==> config.mk <==
export PLATFORM = sky130hd
export DESIGN_NAME = score_history_mem
export DESIGN_NICKNAME = d
export VERILOG_FILES = /design/src/rtl/score_history_mem.sv
export SDC_FILE = /design/constraint.sdc
export NUM_CORES = 1
export LEC_CHECK = 0
export ABC_AREA = 1
export BUFFER_PORTS_ARGS = -buffer_cell sky130_fd_sc_hd__buf_2
export CORE_UTILIZATION = 55
export CTS_BUF_LIST = sky130_fd_sc_hd__clkbuf_4 sky130_fd_sc_hd__clkbuf_8
export CTS_CLUSTER_SIZE = 40
export DETAILED_ROUTE_END_ITERATION = 12
export PLACE_DENSITY = 0.9
export SLEW_MARGIN = 20
export SYNTH_ARGS = -nofsm -noshare
export SYNTH_HDL_FRONTEND = slang
export SYNTH_SLANG_ARGS = --single-unit
==> constraint.sdc <==
create_clock -name clk -period 2.4 [get_ports clk]
set_input_delay 0.12 -clock clk [delete_from_list [all_inputs] [get_ports clk]]
set_output_delay 0.12 -clock clk [all_outputs]
set_load 0.005 [all_outputs]
==> src/rtl/score_history_mem.sv <==
// Per-player round-score history with DEPTH-round delayed output, random read,
// saturating running totals and winner detection. Optional undo port: define SCORE_UNDO_EN.
module score_history_mem #(
  parameter int N_PLAYERS = 2,
  parameter int SCORE_W   = 3,
  parameter int DEPTH     = 8,
  parameter int TOTAL_W   = 5,
  parameter int WIN_SCORE = 12
) (
  input  logic                           clk,
  input  logic                           Clr,
  input  logic                           wr_valid,
  output logic                           wr_ready,
  input  logic [N_PLAYERS*SCORE_W-1:0]   wr_score,
  output logic [N_PLAYERS*SCORE_W-1:0]   placar,
  output logic [$clog2(DEPTH+1)-1:0]     count,
  output logic                           full,
  input  logic [$clog2(DEPTH)-1:0]       rd_idx,
  output logic [N_PLAYERS*SCORE_W-1:0]   rd_score,
  output logic [N_PLAYERS*TOTAL_W-1:0]   total,
  output logic [N_PLAYERS-1:0]           winner,
  output logic                           game_over
`ifdef SCORE_UNDO_EN
  ,
  input  logic                           undo
`endif
);

  localparam int CNT_W = $clog2(DEPTH+1);
  localparam int ROW_W = N_PLAYERS*SCORE_W;
  localparam logic [TOTAL_W-1:0] WIN_T = TOTAL_W'(WIN_SCORE);

  logic [ROW_W-1:0] hist [DEPTH];
  logic             accept;
  logic [N_PLAYERS*TOTAL_W-1:0] tot_add;
  logic [N_PLAYERS-1:0]         win_add;

  function automatic logic [TOTAL_W-1:0] sat_add(input logic [TOTAL_W-1:0] acc,
                                                 input logic [SCORE_W-1:0] inc);
    logic [TOTAL_W:0] sum;
    sum = {1'b0, acc} + (TOTAL_W+1)'(inc);
    return sum[TOTAL_W] ? {TOTAL_W{1'b1}} : sum[TOTAL_W-1:0];
  endfunction

  function automatic logic [TOTAL_W-1:0] sat_sub(input logic [TOTAL_W-1:0] acc,
                                                 input logic [SCORE_W-1:0] dec);
    logic [TOTAL_W:0] diff;
    diff = {1'b0, acc} - (TOTAL_W+1)'(dec);
    return diff[TOTAL_W] ? '0 : diff[TOTAL_W-1:0];
  endfunction

  assign game_over = |winner;
  assign wr_ready  = !game_over;
  assign accept    = wr_valid && wr_ready;
  assign full      = (count == CNT_W'(DEPTH));

  always_comb begin
    tot_add = '0;
    win_add = '0;
    for (int p = 0; p < N_PLAYERS; p++) begin
      tot_add[p*TOTAL_W +: TOTAL_W] = sat_add(total[p*TOTAL_W +: TOTAL_W],
                                              wr_score[p*SCORE_W +: SCORE_W]);
      win_add[p] = (tot_add[p*TOTAL_W +: TOTAL_W] >= WIN_T);
    end
  end

`ifdef SCORE_UNDO_EN
  logic [N_PLAYERS*TOTAL_W-1:0] tot_sub;
  logic [N_PLAYERS-1:0]         win_sub;
  logic                         do_undo;

  // An accepted write takes precedence; undo of an empty history is a no-op.
  assign do_undo = undo && !accept && (count != '0);

  always_comb begin
    tot_sub = '0;
    win_sub = '0;
    for (int p = 0; p < N_PLAYERS; p++) begin
      tot_sub[p*TOTAL_W +: TOTAL_W] = sat_sub(total[p*TOTAL_W +: TOTAL_W],
                                              hist[0][p*SCORE_W +: SCORE_W]);
      win_sub[p] = (tot_sub[p*TOTAL_W +: TOTAL_W] >= WIN_T);
    end
  end
`endif

  // Stage p1: history shift, totals, winner and registered read port
  always_ff @(posedge clk) begin
    if (!Clr) begin
      for (int i = 0; i < DEPTH; i++) hist[i] <= '0;
      placar   <= '0;
      count    <= '0;
      rd_score <= '0;
      total    <= '0;
      winner   <= '0;
    end else begin
      rd_score <= (CNT_W'(rd_idx) < count) ? hist[rd_idx] : '0;
      if (accept) begin
        for (int i = DEPTH-1; i > 0; i--) hist[i] <= hist[i-1];
        hist[0] <= wr_score;
        placar  <= hist[DEPTH-1];
        count   <= full ? count : count + CNT_W'(1);
        total   <= tot_add;
        winner  <= win_add;
      end
`ifdef SCORE_UNDO_EN
      else if (do_undo) begin
        for (int i = 0; i < DEPTH-1; i++) hist[i] <= hist[i+1];
        hist[DEPTH-1] <= '0;
        count  <= count - CNT_W'(1);
        total  <= tot_sub;
        winner <= win_sub;
      end
`endif
    end
  end

endmodule
==> impl_metrics.json <==
{
  "cap_viol_max_count": 0,
  "rsz0062_at_grt": "no",
  "area_delta_synth_final_pct": 12.4,
  "clk_latency_ns": 0.35,
  "fin_crit_sh_pct": 71.6,
  "ys_seq_area_share_pct": 50.5,
  "setup_tns_ns": 0,
  "ys_warn_count": 0,
  "combPwrFrac_pct": 20.1,
  "slew-limit-headroom_pct": 55.5,
  "vias": 2808,
  "setup_ws_ns": 0.681,
  "hold_class": "input pin to flop",
  "final_layout_size_suffix_gt1_share_pct": 23.9,
  "postCtsSetupRepairBufs": 0,
  "cts.sinks": 76,
  "grt_max_degree": 41,
  "nFillCells": 515,
  "post-place-ws_ns": 0.681,
  "crit_fanout": 18,
  "worst_setup_path_start_kind": "flop",
  "layout_min_cycle_time_ns": 1.72,
  "drc": 0,
  "yosysTopAreaCellShare_pct": 36.4,
  "grt_pass1_wl_mm": 12.0,
  "r2r_setup_slack_ns": 0.68,
  "avgSynthCellArea_sq_um": 9.60,
  "wl_mm": 7.14,
  "synthDistinctLibCells": 26,
  "skew_ns": 0.00743,
  "grt_usage_pct": 21.1,
  "ys_async_sr_fraction_pct": 0,
  "setup-violations-final": 0,
  "power_density_nw_per_um2": 740,
  "netSwitchingFraction_pct": 28.6,
  "clock_path_buffers": 2,
  "std_cell_rows": 30,
  "cp.required_ns": 2.64,
  "finalHoldViolCount": 0,
  "fmax_ghz": 0.582,
  "arrival_ns": 1.96,
  "grt_antenna_before_repair": 0,
  "p_leak_nw": 1.98,
  "tightest_slew_ns": 0.668,
  "dp_hpwl_mm": 5.02,
  "wl_per_cell_um": 12.7,
  "core_area_sq_um": 6870,
  "cts_hold_buf": 0,
  "ys.flop_type": "edfxtp_1",
  "antenna_cells": 0,
  "slew_violations": 0,
  "gr-total-overflow": 0,
  "syn-num-nets": 437,
  "cts_buffers": 9,
  "die_w_um": 86.9,
  "p_sw_w": 0.000945,
  "layout.nets": 483,
  "start_util_pct": 57.7,
  "drtPass1Iterations": 5,
  "io_pins": 43,
  "cts_resized": 0,
  "synth-seq-cells": 76,
  "vias_per_cell": 5.01,
  "synth_edf_count": 48,
  "synth.most_common_cell": "nand2_1",
  "ant_nets": 0,
  "ys_top_cells_by_count": "nand2_1 (92), inv_1 (76), edfxtp_1 (48)",
  "sequentialPowerShare_pct": 50.1,
  "status": "finished, final reports clean",
  "p_int_w": 0.00235,
  "cts_tree": "done",
  "die_h_um": 86.9,
  "crit_path_end_kind": "flop",
  "gp_congestion": 0.871,
  "synthCells": 413,
  "cts-root-buf": "clkbuf_8",
  "clkTransAtPathRegs_ns": 0.07,
  "drt_iter0_drc": 153,
  "ir_drop_mv": 0.370,
  "numPortBuffers": 42,
  "crit_type": "flop to flop",
  "grt_pass1_vias": 2650,
  "synth.area.top_cells": "edfxtp_1 (36%), dfxtp_1 (14%), nor2_4 (12%), nand2_1 (8.7%), inv_1 (7.2%)",
  "htreeDepth": 3,
  "syn_area_sq_um": 3970,
  "dieArea_sq_um": 7550,
  "power.share.clock_pct": 29.8,
  "yosys.area.top_type": "edfxtp_1"
}
## state kept, by name, summed over array words and instances (netlist names)
signal,count
hist,48
count,4
total,10
winner,2
placar,6
rd_score,6
## cells by family after synthesis
| family | share of synthesized area [%] |
|---|---|
| AOI/OAI and AO/OA | 9.15 |
| xor gates and xnor gates | 0.663 |
| adders and majority gates | 4.17 |
| buffers and inverters | 10.8 |
| DFF | 50.5 |
| and+or+nand+nor | 24.7 |
## metal layers
metal / part of all wire [%] / vias up / track usage (%)
met5: 0 / - / 0
met4: 2.4 / 0 / 9.85
met3: 3.8 / 21 / 3.70
met2: 50 / 75 / 35.6
met1: 44 / 1299 / 26.4
li1: - / 1413 / -
## cell type report
class,instances,area (sq um),area share [%]
sequential,76,2000,44.9
multi-input combinational,245,1540,34.5
timing repair buffer,49,300,6.74
inverter,78,295,6.62
clock buffer,14,168,3.76
tap,96,120,2.69
clock inverter,2,35.0,0.786
## final timing paths
path	from	end	cells after the start
hold / removal	Clr	count[2]	3
setup reg to reg	winner[1]	total[2]	5
setup / recovery	winner[1]	total[2]	5
hold reg to reg	placar[5]	placar[5]	2
## critical path: stages, from the launching register on
cell     delay (ns)
dfxtp_1        0.34
nor2_4         0.13
nand2_2        0.12
nand2_2        0.38
inv_1          0.34
a22o_1         0.30
## cells in the final DEF, fill, tap and decap left out
master     instances
bufinv_16          1
inv_2              1
nor2_1            15
nor2_8             1
xor2_1             1
buf_4              4
buf_12             3
fa_1               2
nand2_1           91
a22o_1             1
inv_4              1
inv_1             76
xnor2_1            2
o21bai_1           1
nor2_4            41
o22ai_1            1
o21ai_0           21
nand2_2            2
ha_1              10
o211ai_1          18
buf_2             42
clkinv_2           1
clkbuf_8          10
a21oi_1           20
nand3_1           17
dfxtp_1           28
clkbuf_4           4
edfxtp_1          48
nand4_1            1
## through the flow
step | power (W) | std cells | hold WS [ns] | area, sq um | utilization [%]
global route | 0.00346 | 560 | 0.110 | 4460 | 64.9
floorplan | 0.00216 | 413 | 0.243 | 3970 | -
finish | 0.00330 | 560 | 0.0946 | 4460 | 64.9
global placement | 0.00230 | 544 | 0.438 | 4260 | 61.9
CTS | 0.00332 | 560 | 0.0820 | 4460 | 64.9
detailed placement | 0.00234 | 544 | 0.446 | 4260 | 61.9
## power groups by stage
| stage | clock, W | combinational [W] | sequential [W] |
|---|---|---|---|
| after floorplan | 0 | 0.000496 | 0.00167 |
| after global placement | 0 | 0.000636 | 0.00167 |
| after detailed placement | 0 | 0.000656 | 0.00168 |
| after CTS | 0.00100 | 0.000666 | 0.00165 |
| after global routing | 0.00105 | 0.000741 | 0.00167 |
| final | 0.000983 | 0.000664 | 0.00165 |
No activity file was read; power rests on OpenSTA's default activity.
